===== config.mk =====
export PLATFORM = sky130hd
export DESIGN_NAME = bus_arbiter8
export DESIGN_NICKNAME = d
export VERILOG_FILES = /design/src/rtl/bus_arbiter8_pkg.sv /design/src/rtl/bus_arbiter8_decoder8.sv /design/src/rtl/bus_arbiter8.sv
export SDC_FILE = /design/constraint.sdc
export NUM_CORES = 1
export LEC_CHECK = 0
export CAP_MARGIN = 20
export CORE_AREA = 2 2 81 83
export CTS_BUF_LIST = sky130_fd_sc_hd__clkbuf_8
export CTS_CLUSTER_SIZE = 20
export DETAILED_ROUTE_END_ITERATION = 12
export DIE_AREA = 0 0 83 85
export SYNTH_ARGS = -nofsm -noshare
export SYNTH_HDL_FRONTEND = slang
export SYNTH_HIERARCHICAL = 1
export SYNTH_SLANG_ARGS = --single-unit

===== constraint.sdc =====
create_clock -name CLK -period 3.1 [get_ports CLK]
set_input_delay 0.62 -clock CLK [delete_from_list [all_inputs] [get_ports CLK]]
set_output_delay 0.62 -clock CLK [all_outputs]
set_load 0.03 [all_outputs]

===== src/rtl/bus_arbiter8_pkg.sv =====
// Shared definitions for the 8-way round-robin bus arbiter.
//   state_e   : arbiter FSM state encoding (IDLE / GRANT / TURN)
//   HOLD_W    : width of the grant-hold counter
//   NUM_REQ   : number of requesters
//   SEL_W     : width of the owner index
package bus_arbiter8_pkg;

  typedef enum logic [1:0] {
    ST_IDLE  = 2'd0,
    ST_GRANT = 2'd1,
    ST_TURN  = 2'd2
  } state_e;

  localparam int HOLD_W  = 4;
  localparam int NUM_REQ = 8;
  localparam int SEL_W   = 3;

endpackage


===== src/rtl/bus_arbiter8_decoder8.sv =====
// 3-to-8 one-hot decoder with enable.
//   sel : input  [2:0] index to decode
//   en  : input        when low the output is all zeros
//   dec : output [7:0] one-hot decode of sel, gated by en
module decoder8
  import bus_arbiter8_pkg::*;
(
  input  logic [SEL_W-1:0]   sel,
  input  logic               en,
  output logic [NUM_REQ-1:0] dec
);

  genvar gi;
  generate
    for (gi = 0; gi < NUM_REQ; gi++) begin : g_dec
      assign dec[gi] = en && (sel == SEL_W'(gi));
    end
  endgenerate

endmodule


===== src/rtl/bus_arbiter8.sv =====
// 8-requester round-robin bus arbiter with a bounded hold time and a
// one-cycle turnaround gap between owners.
//   CLK  : input        clock, rising edge
//   RST  : input        asynchronous active-high reset
//   REQ  : input  [7:0] per-requester request, held while the bus is wanted
//   SEL  : output [2:0] index of the current owner (registered)
//   EN   : output       grant valid (registered)
//   GNT  : output [7:0] one-hot grant, decode of SEL gated by EN
//   BUSY : output       high whenever the arbiter is not idle
module bus_arbiter8
  import bus_arbiter8_pkg::*;
#(
  parameter int MAX_HOLD = 15
) (
  input  logic               CLK,
  input  logic               RST,
  input  logic [NUM_REQ-1:0] REQ,
  output logic [SEL_W-1:0]   SEL,
  output logic               EN,
  output logic [NUM_REQ-1:0] GNT,
  output logic               BUSY
);

  localparam logic [HOLD_W-1:0] MAX_HOLD_L = HOLD_W'(MAX_HOLD);

  state_e            state_q, state_d;
  logic [SEL_W-1:0]  sel_q, sel_d;
  logic              en_q, en_d;
  logic [HOLD_W-1:0] hold_q, hold_d;
  logic [SEL_W-1:0]  last_q, last_d;

  logic [SEL_W-1:0]   winner;
  logic [SEL_W-1:0]   scan_idx;
  logic               found;
  logic [NUM_REQ-1:0] owner_mask;
  logic               others_pending;

  // Round-robin search: first set request scanning upward from last_q+1.
  // The 3-bit index wraps naturally; the 8th probe lands back on last_q.
  always_comb begin
    winner   = last_q;
    found    = 1'b0;
    scan_idx = last_q;
    for (int k = 1; k <= NUM_REQ; k++) begin
      scan_idx = last_q + SEL_W'(k);
      if (!found && REQ[scan_idx]) begin
        winner = scan_idx;
        found  = 1'b1;
      end
    end
  end

  assign owner_mask     = NUM_REQ'(1) << sel_q;
  assign others_pending = |(REQ & ~owner_mask);

  always_comb begin
    state_d = state_q;
    sel_d   = sel_q;
    en_d    = en_q;
    hold_d  = hold_q;
    last_d  = last_q;
    case (state_q)
      // IDLE and TURN both arbitrate; they differ only in how they are entered.
      ST_IDLE, ST_TURN: begin
        if (|REQ) begin
          state_d = ST_GRANT;
          sel_d   = winner;
          en_d    = 1'b1;
          hold_d  = HOLD_W'(1);
          last_d  = winner;
        end else begin
          state_d = ST_IDLE;
          en_d    = 1'b0;
          hold_d  = '0;
        end
      end
      ST_GRANT: begin
        // Release on owner drop, or preempt once the hold budget is spent
        // and someone else is waiting.
        if (!REQ[sel_q] || (hold_q == MAX_HOLD_L && others_pending)) begin
          state_d = ST_TURN;
          en_d    = 1'b0;
          hold_d  = '0;
        end else if (hold_q != MAX_HOLD_L) begin
          hold_d = hold_q + HOLD_W'(1);
        end
      end
      default: begin
        state_d = ST_IDLE;
        en_d    = 1'b0;
        hold_d  = '0;
      end
    endcase
  end

  always_ff @(posedge CLK or posedge RST) begin
    if (RST) begin
      state_q <= ST_IDLE;
      sel_q   <= '0;
      en_q    <= 1'b0;
      hold_q  <= '0;
      last_q  <= 3'b111;  // requester 0 wins first after reset
    end else begin
      state_q <= state_d;
      sel_q   <= sel_d;
      en_q    <= en_d;
      hold_q  <= hold_d;
      last_q  <= last_d;
    end
  end

  assign SEL  = sel_q;
  assign EN   = en_q;
  assign BUSY = (state_q != ST_IDLE);

  decoder8 u_decoder8 (
    .sel (sel_q),
    .en  (en_q),
    .dec (GNT)
  );

endmodule


Yosys cells after proc, flatten, opt, wreduce, memory -nomap -nowiden
Cells that the tools add are included.
- flip-flop bits (word level): 13
- output and inout bits: 13
- logic and storage cells: 113
- add/sub/neg operators: 8
- magnitude comparators: 9
- eq/ne operators: 13
- shift-type cells: 1
- mux-type cells: 43
- bitwise logic cells: 2
- reduce and logical (&&, ||, !) cells: 32
- operator list (kind ; count):
    3-bit by 4-bit < comparator with 1-bit output (second input constant) ; 9
    1-bit binary-select mux with 3-bit select ; 9
    3-bit two-way mux ; 8
    1-bit two-way mux ; 20
    1-bit logical AND ; 16
    8-bit OR reduction ; 2
    3-bit adder (second input constant) ; 4
    3-bit equality test (second input constant) ; 4
    8-bit AND ; 1
    1-bit zero test ; 8
    4-bit two-way mux ; 2
    8-bit inverter ; 1
    4-bit case mux with 2 select lines ; 1
    1-bit by 3-bit left shift with 8-bit output (first input constant) ; 1
    3-bit by 2-bit adder with 3-bit output (second input constant) ; 2
    3-bit by 2-bit equality test with 1-bit output (second input constant) ; 2
    4-bit by 1-bit adder with 4-bit output (second input constant) ; 1
    4-bit equality test (second input constant) ; 1
    4-bit != test (second input constant) ; 1
    2-bit case mux with 2 select lines ; 1
    3-bit by 1-bit adder with 3-bit output (second input constant) ; 1
    3-bit by 1-bit equality test with 1-bit output (second input constant) ; 1
    3-bit zero test ; 1
    3-bit != test (second input constant) ; 1
    10 further kinds ; 10

Depth between registers and ports, before layout
Gate-level depths: netlist of the first run.
- depth in word-level cells: 25
- gate-level depth with buffers: 11
- depth with buffers taken out: 8

Modules after synthesis
The synthesis of the first run kept the hierarchy.
- modules (own cells, without submodules) (module ; instances ; cells an instance ; area each (µm²) ; seq. area each (µm²)):
    bus_arbiter8 ; 1 ; 180 ; 1687.9 ; 329.1
    decoder8 ; 1 ; 8 ; 96.3 ; 0.0

Least setup slack after synthesis of the first run
OpenSTA, ideal clock, no wires.
- kind: reg2reg
- from: register last_q[1]
- to: register sel_q[1], in the netlist SEL[1]
- library setup time: 0.133 ns
- data arrival time: 2.836 ns
- data required time: 2.967 ns
- slack: 0.132 ns
- stages on the path, launching flop included: 11
- clock period less this slack: 2.968 ns
- path through: dfstp_2 > clkbuf_1 > inv_1 > ha_1 > buf_4 > mux4_2 > mux2_2 > a221o_1 > a211oi_1 > a211o_1 > o211ai_1
- word-level cells in the longest chain between the ends: 25
- ends and longest elaborated chain (element ; RTL line ; text):
    from (decl) ; bus_arbiter8.sv:30 ; logic [SEL_W-1:0] last_q, last_d;
    from (signal assigned) ; bus_arbiter8.sv:108 ; last_q <= last_d;
    3-bit by 1-bit adder with 3-bit output ; bus_arbiter8.sv:45 ; scan_idx = last_q + SEL_W'(k);
    1-bit binary-select mux with 3-bit select ; bus_arbiter8.sv:46 ; if (!found && REQ[scan_idx]) begin
    1-bit two-way mux (not written as such) ; bus_arbiter8.sv:46 ;
    1-bit two-way mux ; bus_arbiter8.sv:46 ;
    1-bit zero test ; bus_arbiter8.sv:46 ;
    1-bit logical AND ; bus_arbiter8.sv:46 ;
    1-bit two-way mux ; bus_arbiter8.sv:46 ;
    1-bit zero test ; bus_arbiter8.sv:46 ;
    (+9 left out) ; -- ;
    1-bit logical AND ; bus_arbiter8.sv:46 ;
    1-bit two-way mux ; bus_arbiter8.sv:46 ;
    1-bit zero test ; bus_arbiter8.sv:46 ;
    1-bit logical AND ; bus_arbiter8.sv:46 ;
    1-bit two-way mux ; bus_arbiter8.sv:46 ;
    1-bit zero test ; bus_arbiter8.sv:46 ;
    1-bit logical AND ; bus_arbiter8.sv:46 ;
    3-bit two-way mux * ; bus_arbiter8.sv:46 ;
    to (signal assigned) ; bus_arbiter8.sv:105 ; sel_q <= sel_d;
    to (decl) ; bus_arbiter8.sv:27 ; logic [SEL_W-1:0] sel_q, sel_d;
Every way passes the cells marked *; elsewhere a longest branch is shown, timed or not. The select of a mux whose other input is x is not followed.
A chain may end at the register's enable or synchronous reset.

Worst setup path in the final report of the first run
- from: register last_q[1]
- to: register sel_q[2], in the netlist SEL[2]
The elaborated chain is that of the path after synthesis.

==> reports/results.txt, run 1 <==
gr ovfl total: 0
pin count of the biggest net entering global routing: 19
Min-Delay Path Class: reg2reg
post-CTS resize count: 0
CTS HTree Levels: 1
top-area cell type share of the netlist area: 14.0%
Relative slew margins: 62.2%
Hold Slack: 0.573 ns
ant diodes: 0
top_reg_cell synth: dfrtp_1
reg-to-reg setup timing slack: 0.29 ns
CTS tree: yes
Worst EP required: 3.21 ns
share of layout cells above drive strength 1: 26.5%
Total GRT Usage: 12.7%
CP Depth: 8
Max FO, Critical Path: 6
total CTS buffers: 3
Seq/Total Area, Yosys: 18.4%
cell with the most instances after synthesis: nand2_1
post-route clock period utilization: 90.8%
# port buffers: 22
Post-DRT Antenna Nets: 0
Pre-antenna DRT Iters: 4
CP arrival: 2.92 ns
Clock Root Buffer: clkbuf_8
Starting DRT DRC Count: 81
CP endpoint: SEL[2]$_DFFE_PP0P_
CP bufs+invs: 1
Syn Nets: 201
row count: 29
outcome: complete, no violations
footprint of the multi-input gates: 1360 um2
Vias: 1,653
EDFF count, synth: 0
IO Count: 23
Post-CTS Hold Fix Bufs: 0
Area contributors post-synth: dfrtp_1 (14%), mux4_2 (14%), mux2i_1 (6.7%)
Clk pin slew, worst setup/hold paths: 0.06 ns
commonest cells in the netlist: nand2_1 (18), nor2_1 (16), a21oi_1 (12), mux2i_1 (12), mux4_2 (11)
die height: 85 um
Clock Tree Buf Depth: 2
fin nets: 233
Most common cell on crit path: a21oi_1
Final TNS setup: 0 ns
initial antenna violation count: 0
number of max-cap violations: 0
setup repair bufs after CTS: 0
critical-path cell list: inv_1 > ha_2 > mux4_2 > mux2_2 > nor4_1 > a21oi_1 > a31oi_1 > a21oi_1
number of standard cells after synthesis: 188
RSZ-0062 raised after global routing: false
CP Class: reg2reg
Post-Route WL: 4460 um
die area: 7060 um2
final setup fails: 0
average routed wire per standard cell: 15.1 um
synthesized area: 1780 um2
Horiz. Die Dim: 83 um
Yosys cell types: 64
first-pass GRT wire length: 7500 um
area leader, netlist: dfrtp_1
Slowest cell on crit path: mux4_2
synth warn: 6
crit path from: last_q[1]$_DFFE_PP1P_
Register Area: 329 um2
crit path time final: 2.81 ns
delay-heaviest family, CP: multiplexers
DRC: 0
type of origin of the critical path: flip-flop
R2R Path End: SEL[2]$_DFFE_PP0P_
FILL cells: 636
FFs w/ async S/R, synth: 100%
clock skew: 0.00530 ns
synth-to-layout area growth: 23.1%
Final Hold Viols: 0
Starting Density: 28.8%
RePlAce Congestion: 0.824
Worst setup EP type: flip-flop
max-slew violation count: 0
Placeable Area: 6200 um2
Clock Sinks: 13
r2r worst-path depth: 8
hpwl dp: 3470 um
Slew @ Worst Pin: 0.568 ns
vias per cell: 5.58
number of global-route vias before repair: 1,523
clk_lat worst skew: 0.24 ns
Reg-to-Reg Start: last_q[1]$_DFFE_PP1P_
Mean Syn Cell Area: 9.49 um2
fmax: 355 MHz
CP max stage delay: 0.57 ns
flops & latches, synth: 13
stage by stage:
stage / cell area, um2 / util [%] / instances / setup slack (ns)
2_1_floorplan: 1780 / - / 188 / 0.132
3_3_place_gp: 2150 / 34.7 / 292 / 0.176
3_5_place_dp: 2150 / 34.7 / 292 / 0.128
4_1_cts: 2200 / 35.4 / 296 / 0.180
5_1_grt: 2200 / 35.4 / 296 / 0.0945
6_report: 2200 / 35.4 / 296 / 0.286
worst min-delay path by stage:
stage | slack (ns) | start | to | cells past startpoint
after global placement | 0.56 | hold_q[1]$_DFFE_PP0P_ | hold_q[1]$_DFFE_PP0P_ | 2
final | 0.57 | state_q[1]$_DFFE_PP0P_ | state_q[1]$_DFFE_PP0P_ | 2
after detailed placement | 0.56 | state_q[1]$_DFFE_PP0P_ | state_q[1]$_DFFE_PP0P_ | 2
after floorplan | 0.49 | RST | EN$_DFFE_PP0P_ | 1
after global routing | 0.62 | state_q[1]$_DFFE_PP0P_ | state_q[1]$_DFFE_PP0P_ | 2
after CTS | 0.57 | state_q[1]$_DFFE_PP0P_ | state_q[1]$_DFFE_PP0P_ | 2
state kept, by name (all words and copies together), names as in the netlist:
name,cells
hold_q,4
EN,1
last_q,3
SEL,3
state_q,2
worst reg2reg max path, stage by stage, from the launching register on:
cell and delay [ns]:
dfstp_2 0.53, inv_1 0.09, ha_2 0.41, mux4_2 0.57, mux2_2 0.35, nor4_1 0.29, a21oi_1 0.11, a31oi_1 0.24
a21oi_1 0.10
kinds of logic (layout without fill, tap and decap cells):
family                   after synthesis  count (layout)  share of synthesized area, %
AND/OR/NAND/NOR                       71              71                          24.5
AO/OA/AOI/OAI                         48              48                          18.7
multiplexers                          32              32                          29.4
buffers and inverters                 18              49                          5.47
flip-flops                            13              13                          18.4
adder cells (fa/ha/maj)                3               3                          2.10
XOR/XNOR                               3               3                          1.47
per-layer routing:
metal  wire length (um)  GRT usage, %  vias to the layer above
met5                  0             0                        -
met4                 21          3.28                        0
met3                169          1.07                        2
met2               2220          21.8                       44
met1               2040          17.2                      807
li1                   -             -                      800
cell usage in the layout, fill, tap and decap left out, drive strengths merged, types with 3 or more instances in the layout:
master / n
buf: 17
nor2: 16
mux2i: 16
a21oi: 12
nor3: 3
clkdlybuf4s50: 22
mux4: 14
nor4: 5
ha: 3
o21ai: 9
clkbuf: 3
nand2: 19
nor2b: 6
nand2b: 3
and4bb: 3
dfstp: 3
dfrtp: 10
inv: 7
a31oi: 3
and4b: 3
final cells by class:
type	instances	area share, %
tap	77	4.38
clock inverter	1	0.171
timing repair buffer	39	15.8
inverter	6	1.03
multi-input combinational	157	61.7
clock buffer	3	1.88
sequential	13	15.0
Power of run 1 is left out: the tool's default activity adds up to more than one toggle a clock period on the data nets, which glitch-free logic cannot reach.
==> run 2, diff against run 1 <==
--- a/config.mk
+++ b/config.mk
@@ -6,12 +6,11 @@
 export NUM_CORES = 1
 export LEC_CHECK = 0
 export CAP_MARGIN = 20
-export CORE_AREA = 2 2 81 83
+export CORE_AREA = 2 2 77 79
 export CTS_BUF_LIST = sky130_fd_sc_hd__clkbuf_8
 export CTS_CLUSTER_SIZE = 20
 export DETAILED_ROUTE_END_ITERATION = 12
-export DIE_AREA = 0 0 83 85
+export DIE_AREA = 0 0 79 81
 export SYNTH_ARGS = -nofsm -noshare
 export SYNTH_HDL_FRONTEND = slang
-export SYNTH_HIERARCHICAL = 1
 export SYNTH_SLANG_ARGS = --single-unit
==> reports/results.txt, run 2 <==
first-pass GRT wire length: 7540 um (+0.55%)
Relative slew margins: 63.8% (+1.6 points)
CP max stage delay: 0.56 ns (about the same)
Post-Route WL: 4440 um (-0.36%)
pin count of the biggest net entering global routing: 20 (+1)
critical-path cell list: clkdlybuf4s50_1 > mux4_1 > mux2_4 > or4b_4 > o31ai_2 > a21oi_1 > a222oi_1
FFs w/ async S/R, synth: 100% (unchanged)
CP Class: in2reg
synthesized area: 1620 um2 (-9.3%)
R2R Path End: last_q[2]$_DFFE_PP1P_
initial antenna violation count: 0 (unchanged)
post-route clock period utilization: 95.0% (+4.2 points)
total CTS buffers: 3 (unchanged)
synth-to-layout area growth: 35.8%
Worst setup EP type: flip-flop
gr ovfl total: 0 (unchanged)
Pre-antenna DRT Iters: 4 (unchanged)
Reg-to-Reg Start: last_q[0]$_DFFE_PP1P_
Horiz. Die Dim: 79 um (-4.8%)
most frequent cells in the layout: buf_4 (28), clkdlybuf4s50_1 (21), nor2_1 (18)
r2r worst-path depth: 8 (unchanged)
crit path time final: 2.95 ns (+0.131 ns)
Clock Sinks: 13 (unchanged)
Total GRT Usage: 14.6% (+1.9 points)
Largest register FFs: 4 (unchanged)
DRC: 0 (unchanged)
synth warn: 0 (-6)
Clk pin slew, worst setup/hold paths: 0.05 ns (about the same)
final setup fails: 0 (unchanged)
fmax: 339 MHz (-4.5%)
vias per cell: 5.46 (-2.3%)
top-area cell type share of the netlist area: 15.5% (+1.4 points)
CTS tree: yes
die area: 6400 um2 (-9.3%)
Post-CTS Hold Fix Bufs: 0 (unchanged)
Seq/Total Area, Yosys: 20.3% (+1.9 points)
FILL cells: 604 (-5.0%)
Placeable Area: 5680 um2 (-8.5%)
Starting DRT DRC Count: 119 (+47%)
commonest non-fill, non-tap cell in the layout: buf_4
Final Hold Viols: 0 (unchanged)
Mean Syn Cell Area: 8.89 um2 (-6.3%)
top_reg_cell synth: dfrtp_1
cell with the most instances after synthesis: nor2_1
Syn Nets: 195 (-3.0%)
EDFF count, synth: 0 (unchanged)
die height: 81 um (-4.7%)
Clock Root Buffer: clkbuf_8
max-slew violation count: 0 (unchanged)
CP bufs+invs: 1 (unchanged)
hold_sp: state_q[1]$_DFFE_PP0P_
clock skew: 0.000973 ns (-0.00432 ns)
Yosys cell types: 51 (-20%)
outcome: complete, no violations
CTS HTree Levels: 1 (unchanged)
Area contributors post-synth: dfrtp_1 (15%), mux4_2 (11%), mux2i_1 (6.8%)
flops & latches, synth: 13 (unchanged)
RSZ-0062 raised after global routing: false
Slew @ Worst Pin: 0.536 ns (-0.0316 ns)
Max FO, Critical Path: 6 (unchanged)
area leader, netlist: dfrtp_1
ant diodes: 0 (unchanged)
share of layout cells above drive strength 1: 28.1% (+1.6 points)
CP arrival: 3.08 ns (+0.16 ns)
clk_lat worst skew: 0.24 ns (about the same)
Starting Density: 28.5% (-0.25 points)
number of global-route vias before repair: 1,608 (+5.6%)
number of max-cap violations: 0 (unchanged)
fin nets: 242 (+3.9%)
reg-to-reg setup timing slack: 0.18 ns (-0.11 ns)
Worst Hold Depth: 2 (unchanged)
hold endpoint: state_q[1]$_DFFE_PP0P_
Clock Tree Buf Depth: 2 (unchanged)
number of standard cells after synthesis: 182 (-3.2%)
delay-heaviest family, CP: multiplexers
average routed wire per standard cell: 14.7 um (-2.7%)
Top reg by flops: hold_q
row count: 28 (-3.4%)
Layout Utilization: 38.7% (+3.3 points)
commonest cells in the netlist: nor2_1 (18), nand2_1 (13), mux2i_1 (11), dfrtp_1 (10), nor3_1 (10)
hpwl dp: 3530 um (+2.0%)
IO Count: 23 (unchanged)
# port buffers: 22 (unchanged)
Worst EP required: 3.23 ns (+0.02 ns)
Vias: 1,653 (unchanged)
type of origin of the critical path: input port
Slowest cell on crit path: or4b_4
RePlAce Congestion: 0.924 (+12%)
Post-DRT Antenna Nets: 0 (unchanged)
Min-Delay Path Class: reg2reg
[run 2: changes by cell type after synthesis, sizes merged, moves of 3 or more]
cell	delta
mux2	+6
a21oi	-7
nand3	+4
nand2	-6
a2111oi	+3
and4b	-3
mux2i	-4
nor3	+7
a31oi	+6
nor4	-5
inv	+3
and4bb	-3
mux4	-4
[run 2: area by class of cell]
cell class	count	area, um2	area share [%]
repair buffers	52	473	21.5
flip-flops and latches	13	329	15.0
well taps	75	93.8	4.27
inverters	9	36.3	1.65
multi-input cells	150	1220	55.5
clock inverters	1	3.75	0.171
clock buffers	3	41.3	1.88
[run 2: tightest hold or removal path, delay by kind of cell, from the launching register on]
kind / cells / cell delay [ns]
flops: 1 / 0.34
simple gates: 2 / 0.17
[run 2: worst max path at each step]
stage	startpoint	endpoint	slack [ns]	cells past startpoint
after global placement	REQ[3]	last_q[2]$_DFFE_PP1P_	-0.11	7
after detailed placement	REQ[3]	last_q[2]$_DFFE_PP1P_	-0.15	7
final	REQ[4]	last_q[2]$_DFFE_PP1P_	0.15	7
after floorplan	last_q[0]$_DFFE_PP1P_	last_q[2]$_DFFE_PP1P_	-0.06	11
after CTS	REQ[3]	last_q[2]$_DFFE_PP1P_	0.09	7
after global routing	REQ[4]	last_q[2]$_DFFE_PP1P_	0.004	7
[run 2: per-stage QoR]
step                setup TNS [ns]  cells  hold WS, ns  area, um2  setup WS [ns]
global route                     0    303        0.569       2200        0.00409
global placement            -0.238    297        0.528       2120         -0.106
finish                           0    303        0.551       2200          0.154
CTS                              0    301        0.555       2170         0.0912
detailed placement          -0.425    297        0.530       2120         -0.154
floorplan                  -0.0620    182        0.495       1650        -0.0620
[run 2: per-layer routing]
| metal | vias to the layer above | track usage, % | part of all wire [%] |
|---|---|---|---|
| li1 | 798 | - | - |
| met5 | - | 0 | 0 |
| met1 | 797 | 19.7 | 46 |
| met2 | 50 | 24.4 | 48 |
| met3 | 8 | 1.89 | 4.3 |
| met4 | 0 | 4.14 | 2.4 |
[run 2: logic make-up after synthesis]
| group | after synthesis | share of synthesized area [%] |
|---|---|---|
| AO/OA/AOI/OAI | 45 | 19.8 |
| XOR/XNOR | 4 | 2.17 |
| adder cells (fa/ha/maj) | 3 | 2.32 |
| buffers and inverters | 19 | 5.41 |
| flip-flops | 13 | 20.3 |
| multiplexers | 30 | 28.6 |
| AND/OR/NAND/NOR | 68 | 21.3 |
[run 2: repair_timing]
item,CTS,global route
gates resized for setup,0,4
setup buffers,0,2
endpoints found under the setup margin,0,3
Power of run 2 is left out for the same reason.
==> run 3, diff against run 2 <==
--- a/config.mk
+++ b/config.mk
@@ -6,11 +6,13 @@
 export NUM_CORES = 1
 export LEC_CHECK = 0
 export CAP_MARGIN = 20
-export CORE_AREA = 2 2 77 79
+export CORE_AREA = 2 2 60 62
 export CTS_BUF_LIST = sky130_fd_sc_hd__clkbuf_8
+export CTS_CLUSTER_DIAMETER = 150
 export CTS_CLUSTER_SIZE = 20
 export DETAILED_ROUTE_END_ITERATION = 12
-export DIE_AREA = 0 0 79 81
+export DIE_AREA = 0 0 62 64
+export PLACE_DENSITY = 0.76
 export SYNTH_ARGS = -nofsm -noshare
 export SYNTH_HDL_FRONTEND = slang
 export SYNTH_SLANG_ARGS = --single-unit
==> reports/results.txt, run 3 (same netlist as run 2, synthesis figures left out) <==
Relative slew margins: 66.4% (+2.6 points)
RePlAce Congestion: 0.986 (+6.7%)
CP arrival: 3.19 ns (+0.11 ns)
total CTS buffers: 3 (unchanged)
Layout Utilization: 65.1% (+26 points)
R2R Path End: last_q[2]$_DFFE_PP1P_
hold_sp: state_q[1]$_DFFE_PP0P_
reg-to-reg setup timing slack: 0.04 ns (-0.14 ns)
IO Count: 23 (unchanged)
Worst EP required: 3.24 ns (about the same)
max-slew violation count: 0 (unchanged)
type of origin of the critical path: flip-flop
Min-Delay Path Class: reg2reg
most frequent cells in the layout: buf_4 (27), clkdlybuf4s50_1 (20), nor2_1 (18)
Top reg by flops: hold_q
Placeable Area: 3280 um2 (-42%)
final setup fails: 0 (unchanged)
Starting DRT DRC Count: 227 (+91%)
initial antenna violation count: 0 (unchanged)
Horiz. Die Dim: 62 um (-22%)
share of layout cells above drive strength 1: 27.4% (-0.64 points)
vias per cell: 6.40 (+17%)
Slowest cell on crit path: mux4_2
pre-CTS setup slack: -0.222 ns (-0.0683 ns)
CP max stage delay: 0.61 ns (+0.05 ns)
cell count after placement: 266 (-10%)
post-route clock period utilization: 98.6% (+3.6 points)
Post-Route WL: 4910 um (+11%)
Vias: 1,741 (+5.3%)
number of max-cap violations: 0 (unchanged)
FILL cells: 266 (-56%)
DRC: 0 (unchanged)
number of global-route vias before repair: 1,670 (+3.9%)
outcome: complete, no violations
Largest register FFs: 4 (unchanged)
fmax: 327 MHz (-3.6%)
Clock Tree Buf Depth: 2 (unchanged)
average routed wire per standard cell: 18.1 um (+23%)
Starting Density: 49.3% (+21 points)
crit path time final: 3.06 ns (+0.111 ns)
commonest non-fill, non-tap cell in the layout: buf_4
Register Area: 329 um2 (unchanged)
clk_lat worst skew: 0.24 ns (about the same)
Hold Slack: 0.570 ns (+0.0193 ns)
die area: 3970 um2 (-38%)
hold endpoint: state_q[1]$_DFFE_PP0P_
Final WS setup: 0.0433 ns (-0.111 ns)
gr ovfl total: 0 (unchanged)
Reg-to-Reg Start: last_q[0]$_DFFE_PP1P_
CTS HTree Levels: 1 (unchanged)
Worst setup EP type: flip-flop
Layout Cells excl Fill: 272 (-10%)
critical-path cell list: inv_4 > ha_4 > mux4_2 > mux2i_4 > or4b_4 > o31ai_4 > a21oi_1 > a222oi_1
Post-DRT Antenna Nets: 0 (unchanged)
Max FO, Critical Path: 5 (-1)
first-pass GRT wire length: 7980 um (+5.9%)
Worst Hold Depth: 2 (unchanged)
pin count of the biggest net entering global routing: 20 (unchanged)
Total GRT Usage: 26.5% (+12 points)
footprint of the multi-input gates: 1220 um2 (+0.10%)
die height: 64 um (-21%)
Clock Root Buffer: clkbuf_8
row count: 21 (-25%)
Final Hold Viols: 0 (unchanged)
Clk pin slew, worst setup/hold paths: 0.06 ns (about the same)
r2r worst-path depth: 8 (unchanged)
CTS tree: yes
ant diodes: 0 (unchanged)
fin nets: 240 (-0.83%)
CP Class: reg2reg
clock skew: 0.00319 ns (+0.00222 ns)
# port buffers: 22 (unchanged)
Pre-antenna DRT Iters: 6 (+2)
hpwl dp: 3750 um (+6.2%)
synth-to-layout area growth: 32.2%
Slew @ Worst Pin: 0.501 ns (-0.0348 ns)
Clock Sinks: 13 (unchanged)
run 3: per-stage QoR:
stage / TNS [ns] / cell area [um2]
6_report: 0 / 2140
5_1_grt: -0.0218 / 2140
4_1_cts: 0 / 2110
3_5_place_dp: -0.582 / 2060
3_3_place_gp: -0.299 / 2060
2_1_floorplan: -0.0620 / 1650
run 3: how the worst max path moves through the flow:
stage                          startpoint                    end  slack (ns)  depth (start not counted)
floorplan           last_q[0]$_DFFE_PP1P_  last_q[2]$_DFFE_PP1P_       -0.06                         11
global placement                   REQ[1]  last_q[2]$_DFFE_PP1P_        -0.1                          7
detailed placement                 REQ[3]  last_q[2]$_DFFE_PP1P_       -0.22                          7
CTS                                REQ[3]  last_q[2]$_DFFE_PP1P_        0.03                          7
global route        last_q[0]$_DFFE_PP1P_  last_q[2]$_DFFE_PP1P_       -0.02                          8
finish              last_q[0]$_DFFE_PP1P_  last_q[2]$_DFFE_PP1P_        0.04                          8
run 3: per-layer routing:
layer  part of all wire [%]  global-route usage [%]
met1                     40                    36.7
met2                     50                    42.3
met4                    2.6                    7.18
met5                      0                       0
met3                    8.1                    4.25
run 3: worst max-delay path: cells and delay by family (launching register included):
kind                       cells  cell delay, ns
muxes                          2            0.84
AOI/OAI and AO/OA              3            0.60
DFF                            1            0.60
and+or+nand+nor                1            0.54
adders and majority gates      1            0.31
buffers and inverters          1            0.05
run 3: cell type report:
class                   instances  share of cell area (%)
repair buffers                 50                    20.9
flip-flops and latches         13                    15.4
multi-input cells             150                    57.1
well taps                      46                    2.69
clock inverters                 1                   0.234
clock buffers                   3                    1.93
inverters                       9                    1.70
run 3: what timing repair did:
action	in CTS	in global routing
buffers inserted	0	2
hold buffers	0	0
gates resized for setup	0	5
endpoints found under the setup margin	0	4
Power of run 3 is left out for the same reason.
